### src/rtl/ram_bist_pkg.sv
// Shared types and constants for the RAM built-in self-test sequencer.
// Holds the FSM state encoding, default geometry and the saturating error counter.
package ram_bist_pkg;

    typedef enum logic [2:0] {
        ST_IDLE  = 3'd0,
        ST_WR    = 3'd1,
        ST_RD    = 3'd2,
        ST_DRAIN = 3'd3,
        ST_FIN   = 3'd4
    } state_e;

    localparam int DEF_ADDR_W = 5;
    localparam int DEF_DATA_W = 32;

    localparam int               ERR_W   = 6;
    localparam logic [ERR_W-1:0] ERR_SAT = 6'd63;

    // Increment that sticks at ERR_SAT instead of wrapping back to zero.
    function automatic logic [ERR_W-1:0] sat_inc(input logic [ERR_W-1:0] v);
        return (v == ERR_SAT) ? v : v + 1'b1;
    endfunction

endpackage

### src/rtl/ram_bist_if.sv
// Pin bundle between the BIST sequencer (master) and the single-port RAM (slave).
interface ram_bist_if #(
    parameter int ADDR_W = 5,
    parameter int DATA_W = 32
);
    // Protocol: a transfer happens on every rising edge where ram_ena=1.
    // ram_wena=1 writes ram_wdata to ram_addr; ram_wena=0 reads ram_addr and
    // the slave presents the word on ram_rdata one cycle later. There is no
    // back-pressure: the RAM accepts one access per cycle unconditionally.
    logic              ram_ena;
    logic              ram_wena;
    logic [ADDR_W-1:0] ram_addr;
    logic [DATA_W-1:0] ram_wdata;
    logic [DATA_W-1:0] ram_rdata;

    modport master (
        output ram_ena,
        output ram_wena,
        output ram_addr,
        output ram_wdata,
        input  ram_rdata
    );

    modport slave (
        input  ram_ena,
        input  ram_wena,
        input  ram_addr,
        input  ram_wdata,
        output ram_rdata
    );

endinterface

### src/rtl/ram_bist_pattern.sv
// Expected test word for an address: (addr + SEED) in phase 0, its complement in phase 1.
module ram_bist_pattern #(
    parameter int ADDR_W = 5,
    parameter int DATA_W = 32,
    parameter int SEED   = 1
) (
    input  logic              phase,
    input  logic [ADDR_W-1:0] addr,
    output logic [DATA_W-1:0] word
);

    logic [DATA_W-1:0] base;

    always_comb begin
        base = DATA_W'(addr) + DATA_W'(SEED);
        word = phase ? ~base : base;
    end

endmodule

### src/rtl/ram_bist.sv
// BIST sequencer: writes then read-compares every RAM word with a pattern and its
// complement, reporting pass/fail, the first failing address and a saturating error count.
module ram_bist
    import ram_bist_pkg::*;
#(
    parameter int ADDR_W = DEF_ADDR_W,
    parameter int DATA_W = DEF_DATA_W,
    parameter int SEED   = 1
) (
    input  logic              clk,
    input  logic              rst,
    input  logic              start,
    ram_bist_if.master        ram,
    output logic              busy,
    output logic              done,
    output logic              pass,
    output logic [ADDR_W-1:0] err_addr,
    output logic [ERR_W-1:0]  err_count,
    output state_e            dbg_state,
    output logic              dbg_phase
);

    localparam logic [ADDR_W-1:0] LAST_ADDR = {ADDR_W{1'b1}};

    state_e            state_q, state_d;
    logic              phase_q, phase_d;
    logic [ADDR_W-1:0] addr_q, addr_d;
    logic [ADDR_W-1:0] rd_addr_q, rd_addr_d;
    logic              rd_valid_q, rd_valid_d;
    logic [ERR_W-1:0]  err_count_q, err_count_d;
    logic [ADDR_W-1:0] err_addr_q, err_addr_d;
    logic              pass_q, pass_d;
    logic              busy_q, busy_d;
    logic              done_q, done_d;

    logic [DATA_W-1:0] wr_word;
    logic [DATA_W-1:0] cmp_word;
    logic              mismatch;

    ram_bist_pattern #(
        .ADDR_W(ADDR_W),
        .DATA_W(DATA_W),
        .SEED  (SEED)
    ) u_wr_pattern (
        .phase(phase_q),
        .addr (addr_q),
        .word (wr_word)
    );

    ram_bist_pattern #(
        .ADDR_W(ADDR_W),
        .DATA_W(DATA_W),
        .SEED  (SEED)
    ) u_cmp_pattern (
        .phase(phase_q),
        .addr (rd_addr_q),
        .word (cmp_word)
    );

    assign mismatch = rd_valid_q && (ram.ram_rdata != cmp_word);

    always_comb begin
        state_d     = state_q;
        phase_d     = phase_q;
        addr_d      = addr_q;
        err_count_d = err_count_q;
        err_addr_d  = err_addr_q;
        pass_d      = pass_q;

        // Track the read issued this cycle so its data can be checked next cycle.
        rd_valid_d = (state_q == ST_RD);
        rd_addr_d  = addr_q;

        if (mismatch) begin
            err_count_d = sat_inc(err_count_q);
            if (err_count_q == '0) begin
                err_addr_d = rd_addr_q;
            end
        end

        case (state_q)
            ST_IDLE: begin
                if (start) begin
                    err_count_d = '0;
                    err_addr_d  = '0;
                    pass_d      = 1'b0;
                    addr_d      = '0;
                    phase_d     = 1'b0;
                    state_d     = ST_WR;
                end
            end
            ST_WR: begin
                addr_d = addr_q + 1'b1;
                if (addr_q == LAST_ADDR) begin
                    state_d = ST_RD;
                end
            end
            ST_RD: begin
                addr_d = addr_q + 1'b1;
                if (addr_q == LAST_ADDR) begin
                    state_d = ST_DRAIN;
                end
            end
            ST_DRAIN: begin
                if (!phase_q) begin
                    phase_d = 1'b1;
                    state_d = ST_WR;
                end else begin
                    // Uses the count including this cycle's final compare.
                    pass_d  = (err_count_d == '0);
                    state_d = ST_FIN;
                end
            end
            ST_FIN: begin
                state_d = ST_IDLE;
            end
            default: begin
                state_d = ST_IDLE;
            end
        endcase

        busy_d = (state_d == ST_WR) || (state_d == ST_RD) || (state_d == ST_DRAIN);
        done_d = (state_d == ST_FIN);
    end

    always_ff @(posedge clk or posedge rst) begin
        if (rst) begin
            state_q     <= ST_IDLE;
            phase_q     <= 1'b0;
            addr_q      <= '0;
            rd_addr_q   <= '0;
            rd_valid_q  <= 1'b0;
            err_count_q <= '0;
            err_addr_q  <= '0;
            pass_q      <= 1'b0;
            busy_q      <= 1'b0;
            done_q      <= 1'b0;
        end else begin
            state_q     <= state_d;
            phase_q     <= phase_d;
            addr_q      <= addr_d;
            rd_addr_q   <= rd_addr_d;
            rd_valid_q  <= rd_valid_d;
            err_count_q <= err_count_d;
            err_addr_q  <= err_addr_d;
            pass_q      <= pass_d;
            busy_q      <= busy_d;
            done_q      <= done_d;
        end
    end

    // RAM pins depend only on registered state, so start/rdata never reach them combinationally.
    always_comb begin
        ram.ram_ena   = (state_q == ST_WR) || (state_q == ST_RD);
        ram.ram_wena  = (state_q == ST_WR);
        ram.ram_addr  = ram.ram_ena ? addr_q : '0;
        ram.ram_wdata = (state_q == ST_WR) ? wr_word : '0;
    end

    assign busy      = busy_q;
    assign done      = done_q;
    assign pass      = pass_q;
    assign err_addr  = err_addr_q;
    assign err_count = err_count_q;
    assign dbg_state = state_q;
    assign dbg_phase = phase_q;

endmodule

### src/flat_wrapper.sv
// flat-port wrapper written by rule: the top's interface ports become plain ports
module ram_bist_flat import ram_bist_pkg::*;
#(
    parameter int ADDR_W = DEF_ADDR_W,
    parameter int DATA_W = DEF_DATA_W,
    parameter int SEED   = 1
)
  (clk, rst, start, busy, done, pass, err_addr, err_count, dbg_state, dbg_phase, ram_ram_ena, ram_ram_wena, ram_ram_addr, ram_ram_wdata, ram_ram_rdata);
  ram_bist_if #(.ADDR_W(ADDR_W), .DATA_W(DATA_W)) ram_i ();
  input  logic clk;
  input  logic rst;
  input  logic start;
  output logic busy;
  output logic done;
  output logic pass;
  output logic [ADDR_W-1:0] err_addr;
  output logic [ERR_W-1:0] err_count;
  output state_e dbg_state;
  output logic dbg_phase;
  output wire logic [$bits(ram_i.ram_ena)-1:0] ram_ram_ena;
  output wire logic [$bits(ram_i.ram_wena)-1:0] ram_ram_wena;
  output wire logic [$bits(ram_i.ram_addr)-1:0] ram_ram_addr;
  output wire logic [$bits(ram_i.ram_wdata)-1:0] ram_ram_wdata;
  input wire logic [$bits(ram_i.ram_rdata)-1:0] ram_ram_rdata;
  assign ram_ram_ena = ram_i.ram_ena;
  assign ram_ram_wena = ram_i.ram_wena;
  assign ram_ram_addr = ram_i.ram_addr;
  assign ram_ram_wdata = ram_i.ram_wdata;
  assign ram_i.ram_rdata = ram_ram_rdata;
  ram_bist #(.ADDR_W(ADDR_W), .DATA_W(DATA_W), .SEED(SEED)) u_core (.clk(clk), .rst(rst), .start(start), .ram(ram_i), .busy(busy), .done(done), .pass(pass), .err_addr(err_addr), .err_count(err_count), .dbg_state(dbg_state), .dbg_phase(dbg_phase));
endmodule
### config.mk
export PLATFORM = sky130hd
export DESIGN_NAME = ram_bist_flat
export DESIGN_NICKNAME = d
export VERILOG_FILES = /design/src/rtl/ram_bist_pkg.sv /design/src/rtl/ram_bist_if.sv /design/src/rtl/ram_bist_pattern.sv /design/src/rtl/ram_bist.sv /design/src/flat_wrapper.sv
export SDC_FILE = /design/constraint.sdc
export NUM_CORES = 1
export LEC_CHECK = 0
export ABC_AREA = 1
export ABC_CLOCK_PERIOD_IN_PS = 2020
export BUFFER_PORTS_ARGS = -buffer_cell sky130_fd_sc_hd__buf_2
export CORE_MARGIN = 2
export CORE_UTILIZATION = 43
export CTS_CLUSTER_SIZE = 40
export DETAILED_ROUTE_END_ITERATION = 10
export GPL_ROUTABILITY_DRIVEN = 1
export GPL_TIMING_DRIVEN = 0
export PLACE_DENSITY = 0.79
export SETUP_SLACK_MARGIN = 0.3
export SLEW_MARGIN = 25
export SYNTH_ARGS = -nofsm -noshare
export SYNTH_HDL_FRONTEND = slang
export SYNTH_SLANG_ARGS = --single-unit
export TNS_END_PERCENT = 30
### constraint.sdc
create_clock -name clk -period 2.02 [get_ports clk]
set_input_delay 0.404 -clock clk [delete_from_list [all_inputs] [get_ports clk]]
set_output_delay 0.404 -clock clk [all_outputs]
set_load 0.03 [all_outputs]
* Word level (Yosys, flattened, before mapping) *
Index checks and enable logic that the tools add are counted.

word-level totals
  logic and storage cells = 64
  output and inout port bits = 57
  input port bits = 35
  register bits = 29

cells by class
  bitwise logic cells = 2
  add/subtract/negate cells = 4
  eq/ne operators = 12
  muxes and demuxes = 23
  reduce and logical (&&, ||, !) cells = 13

operators by type and width
  operator             count
  $mux 32              3
  $not 32->32          2
  $ne 32x32->1         1
  $mux 5               6
  $mux 6               4
  $add 5x1->6 const B  2
  $eq 3x2->1 const B   4
  $logic_not 6->1      2
  $mux 3               4
  $pmux 3 s4           1
  $pmux 5 s2           1
  $add 6x1->6 const B  1
  $eq 3x1->1 const B   2
  $eq 6x6->1 const B   1
  $add 5x1->5 const B  1
  $eq 5x5->1 const B   1
  $pmux 1 s2           2
  $reduce_and 2->1     2
  $reduce_bool 2->1    2
  $eq 3x3->1 const B   1
  $logic_not 3->1      1
  $logic_or 1x1->1     3
  $reduce_and 3->1     1
  $mux 1               2
  other kinds (4)      4

* Logic depth before layout (Yosys ltp) *
Gate-level depths: netlist (run 1).

  depth in word-level cells = 9
  gate-level depth with buffers = 18
  depth with buffers taken out = 18

* By module *
Synthesis (run 1) repeated with hierarchy kept, for this count alone.

unflattened totals
  cell total of the unflattened synthesis = 441
  area, all modules = 2900.3 um^2

by module, submodules not included
  module            area each (um^2)  cells each  times used  sequential area each (um^2)
  ram_bist          2157.1            327         1           725.7
  ram_bist_pattern  371.6             57          2           0.0

* Worst setup path before layout (run 1) *
No wires, ideal clock.

  path kind = flip-flop to output port
  start = register u_core.state_q[1], in the netlist u_core.dbg_state[1]
  end = output port ram_ram_wdata[10]
  arrival = 2.926 ns
  cell stages (with the launch flop) = 7
  path slack = -1.310 ns
  data required time = 1.616 ns
  path buffers = 1
  cells stage by stage = dfrtp_1 > nor2_1 > inv_1 > nor2_1 > inv_1 > nor2_1 > buf_4

on the way
  word-level cells in the longest chain between the ends = 2

RTL lines
  element                 RTL line            RTL
  start, declared         ram_bist.sv:25      state_e state_q, state_d;
  start signal, assigned  ram_bist.sv:139     state_q <= state_d;
  $eq 3x1->1              n/a
  named net ram_ram_wena  flat_wrapper.sv:21  output wire logic [$bits(ram_i.ram_wena)-1:0] ram_ram_wena;
  $mux 32                 ram_bist.sv:157     ram.ram_wdata = (state_q == ST_WR) ? wr_word : '0;
  end, declared           flat_wrapper.sv:23  output wire logic [$bits(ram_i.ram_wdata)-1:0] ram_ram_wdata;

The timed path passes the listed nets, and every way through them passes these cells.

* Final worst setup path (run 1) *
  start = register u_core.addr_q[0]
  end = output port ram_ram_wdata[4]

on the way
  word-level cells in the longest chain between the ends = 4

RTL lines
  element                 RTL line                RTL
  start, declared         ram_bist.sv:27          logic [ADDR_W-1:0] addr_q, addr_d;
  start signal, assigned  ram_bist.sv:141         addr_q <= addr_d;
  $add 5x1->6 *           ram_bist_pattern.sv:15  base = DATA_W'(addr) + DATA_W'(SEED);
  $not 32->32             ram_bist_pattern.sv:16  word = phase ? ~base : base;
  $mux 32 *               ram_bist_pattern.sv:16
  $mux 32 *               ram_bist.sv:157

Every way passes the cells marked *; elsewhere a longest branch is shown, timed or not.

==> impl_metrics.tcl, run 1 <==
set metrics [dict create \
    vias_per_cell 4.77 \
    synth-async-reset-ratio_pct 100 \
    hold_path.class "input port to async pin" \
    rsz0062_at_grt "yes" \
    grt_pass1_wl_um 9220 \
    worst_r2r_path_depth 18 \
    arrival_ns 1.84 \
    cap_violations 0 \
    clock_path_buffers 2 \
    final_cells 497 \
    wl_per_cell_um 12.5 \
    antenna_found_initial 0 \
    n_fill_cell 359 \
    grt_pass1_vias 2181 \
    critPathTopFamily "adder cells" \
    synth_top_flop_cell "dfrtp_1" \
    p_per_area_nw_per_um2 1830 \
    gp_congestion 0.846 \
    period_minus_slack_ns 2.24 \
    drtIter0Drc 101 \
    critPathRequiredTime_ns 1.62 \
    status "finished with violations" \
    regToRegSetupSlack_ns 0.02 \
    final_nets 469 \
    routed_wl_um 6210 \
    routed-via-count 2370 \
    ant_nets 0 \
    cts_buffers 5 \
    antenna_cells_inserted 0 \
    dp_cells 472 \
    rows 25 \
    grtUsageTotal_pct 21.4 \
    gr-total-overflow 0 \
    crit_buf_inv 2 \
    clk_pin_slew_ns 0.06 \
    seq_area_frac_synth_pct 33.7 \
    end_kind "output port" \
    yosys_register_bits 29 \
    drv_slew 0 \
    regArea_um2 733 \
    htreeDepth 2 \
    ioPinCount 92 \
    dpl.hpwl_um 3830 \
    fin_crit_sh_pct 111 \
    slew_headroom_pct 58.6 \
    chipWidth_um 74.8 \
    cpPeakStageDelay_ns 0.40 \
    area_growth_pct 59.7 \
    synth_edf_count 0 \
    synthCells 314 \
    dieArea_um2 5600 \
    coreArea_um2 4790 \
    drc 0 \
    path_class "flip-flop to output port" \
    cts_hold_buf 0 \
    clock.fmax_mhz 446 \
    fin_setup_tns_ns -1.84 \
    critical_path.cell_chain "ha_2, nand2_1, nor2_1, ha_1, inv_1, nand2_1, a21oi_2, buf_6" \
    rr_startpoint "u_core.rd_addr_q[0]" \
    tightest_slew_ns 0.616 \
    netlist_area_um2 2160 \
    cpMostUsedCell "nand2_1" \
    die_y_um 74.8 \
    hold_viol 0 \
    startpoint_type "flip-flop" \
    port_buffers 91 \
    ys_warn_count 0 \
    cts_tree "done" \
    syn_area_per_cell_um2 6.87 \
    total_leakage_power_nw 1.83 \
    cts.sink_count 29 \
    syn-num-nets 354 \
    start_util_pct 45.0 \
    skew_ns 0.00453 \
    first_pass_iters 4 \
    setup_slack_ns -0.224 \
    cts-root-buf "clkbuf_8" \
    synthDistinctLibCells 31 \
    whs_ns 0.176 \
    multiInputGateArea_um2 1250 \
    setup_viol 34 \
    grt_max_degree 30 \
    cp_max_fo 2 \
    ir_drop_mv 1.62 \
    cp_slowest_cell "dfrtp_1" \
    drive_gt1_share_pct 47.7 \
    clkLatencyLatePin_ns 0.28 \
    violations "setup timing" \
    place_ws_ns -0.0625 \
    r2r-end "u_core.pass" \
]
layer usage:
layer,up-vias,global-route usage (%),share of wire (%)
li1,1191,-,-
met1,1092,26.1,40
met2,79,37.7,53
met3,8,5.49,5.5
met4,0,5.95,1.4
met5,-,0,0
state kept, by name (all words and copies together), names as in the netlist:
name               count
u_core.rd_addr_q       5
u_core.err_addr        5
u_core.addr_q          5
u_core.dbg_phase       1
u_core.rd_valid_q      1
u_core.err_count       6
u_core.pass            1
u_core.done            1
u_core.dbg_state       3
u_core.busy            1
worst max path at each step:
stage	slack [ns]	cells after the start	end	from
3_5_place_dp	-0.06	5	ram_ram_wdata[8]	u_core.dbg_phase
5_1_grt	-0.30	8	ram_ram_wdata[4]	u_core.addr_q[1]
2_1_floorplan	-0.09	6	ram_ram_wdata[10]	u_core.dbg_state[1]
6_report	-0.22	8	ram_ram_wdata[4]	u_core.addr_q[0]
3_3_place_gp	-0.03	5	ram_ram_wdata[23]	u_core.dbg_phase
4_1_cts	-0.06	8	ram_ram_wdata[4]	u_core.addr_q[0]
cells by family after synthesis:
| logic type | Yosys count | synth area share (%) |
|---|---|---|
| simple gates | 156 | 31.9 |
| buf+inv | 79 | 18.7 |
| compound gates | 35 | 8.82 |
| flops | 29 | 33.7 |
| xor+xnor | 10 | 4.06 |
| fa+ha+maj | 5 | 2.90 |
cells in the final DEF (no fill, tap or decap), types with 2 or more instances in the layout:
| master | instances |
|---|---|
| bufinv_16 | 2 |
| nand3_1 | 13 |
| dfrtp_2 | 6 |
| nand3_2 | 2 |
| a21oi_1 | 10 |
| nand2_8 | 2 |
| dfrtp_1 | 23 |
| buf_2 | 55 |
| nand3b_1 | 3 |
| ha_1 | 3 |
| nor2_4 | 9 |
| nand2_1 | 65 |
| xnor2_1 | 4 |
| o21ai_0 | 9 |
| nor2_2 | 4 |
| nand4_1 | 3 |
| inv_2 | 6 |
| a21oi_2 | 4 |
| o21ai_2 | 5 |
| buf_4 | 39 |
| and3_1 | 2 |
| clkbuf_8 | 6 |
| nand2_4 | 5 |
| nor2_1 | 27 |
| buf_6 | 37 |
| nor3_1 | 8 |
| inv_1 | 41 |
| nand2_2 | 11 |
| xor2_1 | 6 |
| o22ai_1 | 4 |
synthesized netlist by cell type, types with 5 or more instances:
library cell   n  area, µm²
nor3_1         9       45.0
inv_1         49        184
dfrtp_1       29        726
buf_4         26        195
nor2_1        36        135
o21ai_1        5       25.0
o21ai_0        9       45.0
xor2_1         6       52.6
nand2_1       77        289
a21oi_1       14       70.1
ha_1           5       62.6
nand3_1       15       75.1
report_power, final:
part	switching (mW)	total, mW	internal, mW	leakage [nW]
combinational	2.68	4.61	1.93	1.38
clock	0.217	0.706	0.489	0.0681
sequential	0.199	0.985	0.786	0.373
total	3.10	6.30	3.20	1.83
area by class of cell:
type / instances / share of cell area, %
multi-input cells: 209 / 36.4
clock inverters: 3 / 1.89
clock buffers: 5 / 2.00
repair buffers: 105 / 22.8
well taps: 67 / 2.44
inverters: 50 / 5.93
plain buffers: 29 / 7.27
flip-flops and latches: 29 / 21.3
metrics by stage:
step                      util [%]  instance area [µm²]  power (mW)
after floorplan                  -                 2200        3.56
after global placement        57.2                 2740        4.30
after detailed placement      57.2                 2740        4.35
after CTS                     67.9                 3250        5.88
after global routing          71.9                 3440        6.67
final                         71.9                 3440        6.30
timing repair:
item                                    4_1_cts  5_1_grt
resized for setup                            93       37
pin swaps                                    20       23
gates cloned                                  2        1
endpoints found under the setup margin       51       52
setup buffers                                 6        8
No activity file was read; power rests on OpenSTA's default activity.
==> run 2, diff against run 1 <==
--- a/config.mk
+++ b/config.mk
@@ -9,15 +9,16 @@
 export ABC_CLOCK_PERIOD_IN_PS = 2020
 export BUFFER_PORTS_ARGS = -buffer_cell sky130_fd_sc_hd__buf_2
 export CORE_MARGIN = 2
-export CORE_UTILIZATION = 43
+export CORE_UTILIZATION = 45
 export CTS_CLUSTER_SIZE = 40
 export DETAILED_ROUTE_END_ITERATION = 10
 export GPL_ROUTABILITY_DRIVEN = 1
 export GPL_TIMING_DRIVEN = 0
-export PLACE_DENSITY = 0.79
+export PLACE_DENSITY = 0.78
 export SETUP_SLACK_MARGIN = 0.3
 export SLEW_MARGIN = 25
 export SYNTH_ARGS = -nofsm -noshare
 export SYNTH_HDL_FRONTEND = slang
+export SYNTH_HIERARCHICAL = 1
 export SYNTH_SLANG_ARGS = --single-unit
 export TNS_END_PERCENT = 30
==> run 2 against run 1 <==
  * The flow still finishes with violations (setup timing)
  * Combinational power decreased by 57%
  * Clock power fell by 32%
  * Hold slack improved by 0.011 ns
  * Die area up 27%
  * Non-clock buffer count grew 34
  * Sequential power is 17% lower
  * Global-route usage shrank 2.1 points
==> impl_metrics.tcl, run 2 <==
set metrics [dict create \
    synth-async-reset-ratio_pct 100 \
    whs_ns 0.187 \
    status "finished with violations" \
    final_common_cell "buf_4" \
    ir_drop_mv 0.991 \
    startpoint_type "flip-flop" \
    cts.sink_count 29 \
    rsz0062_at_grt "yes" \
    die_y_um 84.3 \
    dpl.hpwl_um 4740 \
    synth_top_flop_cell "dfrtp_1" \
    ant_nets 0 \
    grtUsageTotal_pct 19.3 \
    synth_common_cells "91 x nand2_1, 82 x inv_1, 58 x nor2_1" \
    clock.fmax_mhz 454 \
    largest_reg_flops 6 \
    total_leakage_power_nw 2.18 \
    hold_viol 0 \
    skew_ns 0.00808 \
    n_fill_cell 550 \
    grt_pass1_vias 2814 \
    area_growth_pct 41.6 \
    arrival_ns 1.80 \
    drc 0 \
    grt_pass1_wl_um 11600 \
    dp_cells 609 \
    critPathRequiredTime_ns 1.62 \
    drive_gt1_share_pct 46.3 \
    routed-via-count 2907 \
    cts_hold_buf 0 \
    intPower_mw 1.81 \
    synthDistinctLibCells 27 \
    period_minus_slack_ns 2.20 \
    p_switching_mw 1.45 \
    drv_slew 0 \
    fin_crit_sh_pct 109 \
    coreArea_um2 6280 \
    cts_tree "done" \
    synth_edf_count 0 \
    rows 29 \
    yosys_register_bits 29 \
    cts-root-buf "clkbuf_8" \
    gr-total-overflow 0 \
    slew_headroom_pct 61.2 \
    port_buffers 91 \
    netlist_area_um2 2900 \
    antenna_found_initial 0 \
    combPwrFrac_pct 60.0 \
    setup_viol 31 \
    swShare_pct 44.4 \
    ioPinCount 92 \
    grt_max_degree 30 \
    clock_path_buffers 2 \
    htreeDepth 2 \
    clock_power_share_pct 14.8 \
    setup_slack_ns -0.180 \
    cts_buffers 5 \
    final_cell_mix "93 x buf_4, 83 x nand2_1, 77 x inv_1, 56 x buf_2, 38 x nor2_1" \
    drtIter0Drc 143 \
    syn_area_per_cell_um2 6.58 \
    end_kind "output port" \
    cap_violations 0 \
    cp_max_fo 6 \
    gp_congestion 0.939 \
    hold_path.class "input port to async pin" \
    yosys.area.top_type_share_pct 25.0 \
    ys_warn_count 6 \
    vias_per_cell 4.56 \
    routed_wl_um 7230 \
    clkLatencyLatePin_ns 0.28 \
    path_class "flip-flop to output port" \
    seq_area_frac_synth_pct 25.0 \
    synth.area.top_cells "dfrtp_1 25%, buf_4 13%, nand2_1 12%" \
    start_util_pct 46.2 \
    seqPwrFrac_pct 25.2 \
    antenna_cells_inserted 0 \
    syn-num-nets 482 \
    synthCells 441 \
    tightest_slew_ns 0.578 \
    first_pass_iters 4 \
    final_cells 637 \
    chipWidth_um 84.3 \
    final_nets 600 \
    clk_pin_slew_ns 0.06 \
    violations "setup timing" \
    dieArea_um2 7100 \
    p_per_area_nw_per_um2 794 \
    yosys.area.top_type "dfrtp_1" \
    wl_per_cell_um 11.3 \
    synth_most_common_cell "nand2_1" \
]
run 2: power groups by stage:
stage | Clock (mW) | Sequential (mW) | Combinational, mW
floorplan | 0 | 0.869 | 1.24
global placement | 0 | 0.864 | 1.55
detailed placement | 0 | 0.871 | 1.58
CTS | 0.486 | 0.816 | 1.84
global route | 0.517 | 0.839 | 2.14
finish | 0.483 | 0.822 | 1.96
run 2: path summary, 6_finish.rpt:
| check | cells past startpoint | from | end | slack [ns] |
|---|---|---|---|---|
| max in group asynchronous | 2 | rst | u_core/dbg_phase | 1.39 |
| worst min-delay path | 2 | rst | u_core/err_count[2] | 0.19 |
| worst min register to register | 0 | u_core/addr_q[1] | u_core/rd_addr_q[1] | 0.47 |
| min in group clk | 0 | u_core/addr_q[1] | u_core/rd_addr_q[1] | 0.47 |
| worst max-delay path | 10 | u_core/dbg_phase | ram_ram_wdata[4] | -0.18 |
| worst max register to register | 19 | u_core/dbg_phase | u_core/pass | -0.13 |
run 2: critical path, cell delays in order, from the launching register on:
cell and delay, ns:
dfrtp_4 0.49, buf_4 0.16, buf_4 0.14, buf_6 0.13
inv_6 0.07, nand2_2 0.05, nand2_2 0.06, xor2_1 0.14
inv_1 0.08, nor2_4 0.08, buf_6 0.13
run 2: what timing repair did:
item / in CTS / in global routing
setup endpoints to repair: 52 / 54
resized for setup: 49 / 56
buffers inserted: 9 / 11
pin swaps: 3 / 15
run 2: layout make-up:
| type | count | area [µm²] | share of cell area, % |
|---|---|---|---|
| clock buffers | 8 | 90.1 | 2.19 |
| plain buffers | 57 | 459 | 11.2 |
| multi-input cells | 266 | 1600 | 38.9 |
| flip-flops and latches | 29 | 736 | 17.9 |
| repair buffers | 111 | 774 | 18.9 |
| well taps | 77 | 96.3 | 2.35 |
| inverters | 89 | 353 | 8.59 |
run 2: metal layers:
| metal | track usage (%) | share of wire, % |
|---|---|---|
| met4 | 6.30 | 1.9 |
| met5 | 0 | 0 |
| met1 | 23.0 | 41 |
| met2 | 35.6 | 52 |
| met3 | 2.56 | 4.9 |
run 2: kinds of logic after synthesis:
| logic type | share of synthesized area, % |
|---|---|
| AND/OR/NAND/NOR | 31.2 |
| flip-flops | 25.0 |
| adder cells (fa/ha/maj) | 2.59 |
| XOR/XNOR | 9.97 |
| AO/OA/AOI/OAI | 4.66 |
| buffers and inverters | 26.6 |
run 2: through the flow:
| stage | power [mW] | cell area (µm²) | util, % | setup slack (ns) | TNS [ns] |
|---|---|---|---|---|---|
| after floorplan | 2.10 | 2990 | - | -0.176 | -4.99 |
| after global placement | 2.42 | 3540 | 56.5 | -0.419 | -3.88 |
| after detailed placement | 2.45 | 3540 | 56.5 | -0.488 | -4.81 |
| after CTS | 3.14 | 3880 | 61.8 | -0.0907 | -0.535 |
| after global routing | 3.50 | 4110 | 65.4 | -0.349 | -6.29 |
| final | 3.26 | 4110 | 65.4 | -0.180 | -1.58 |
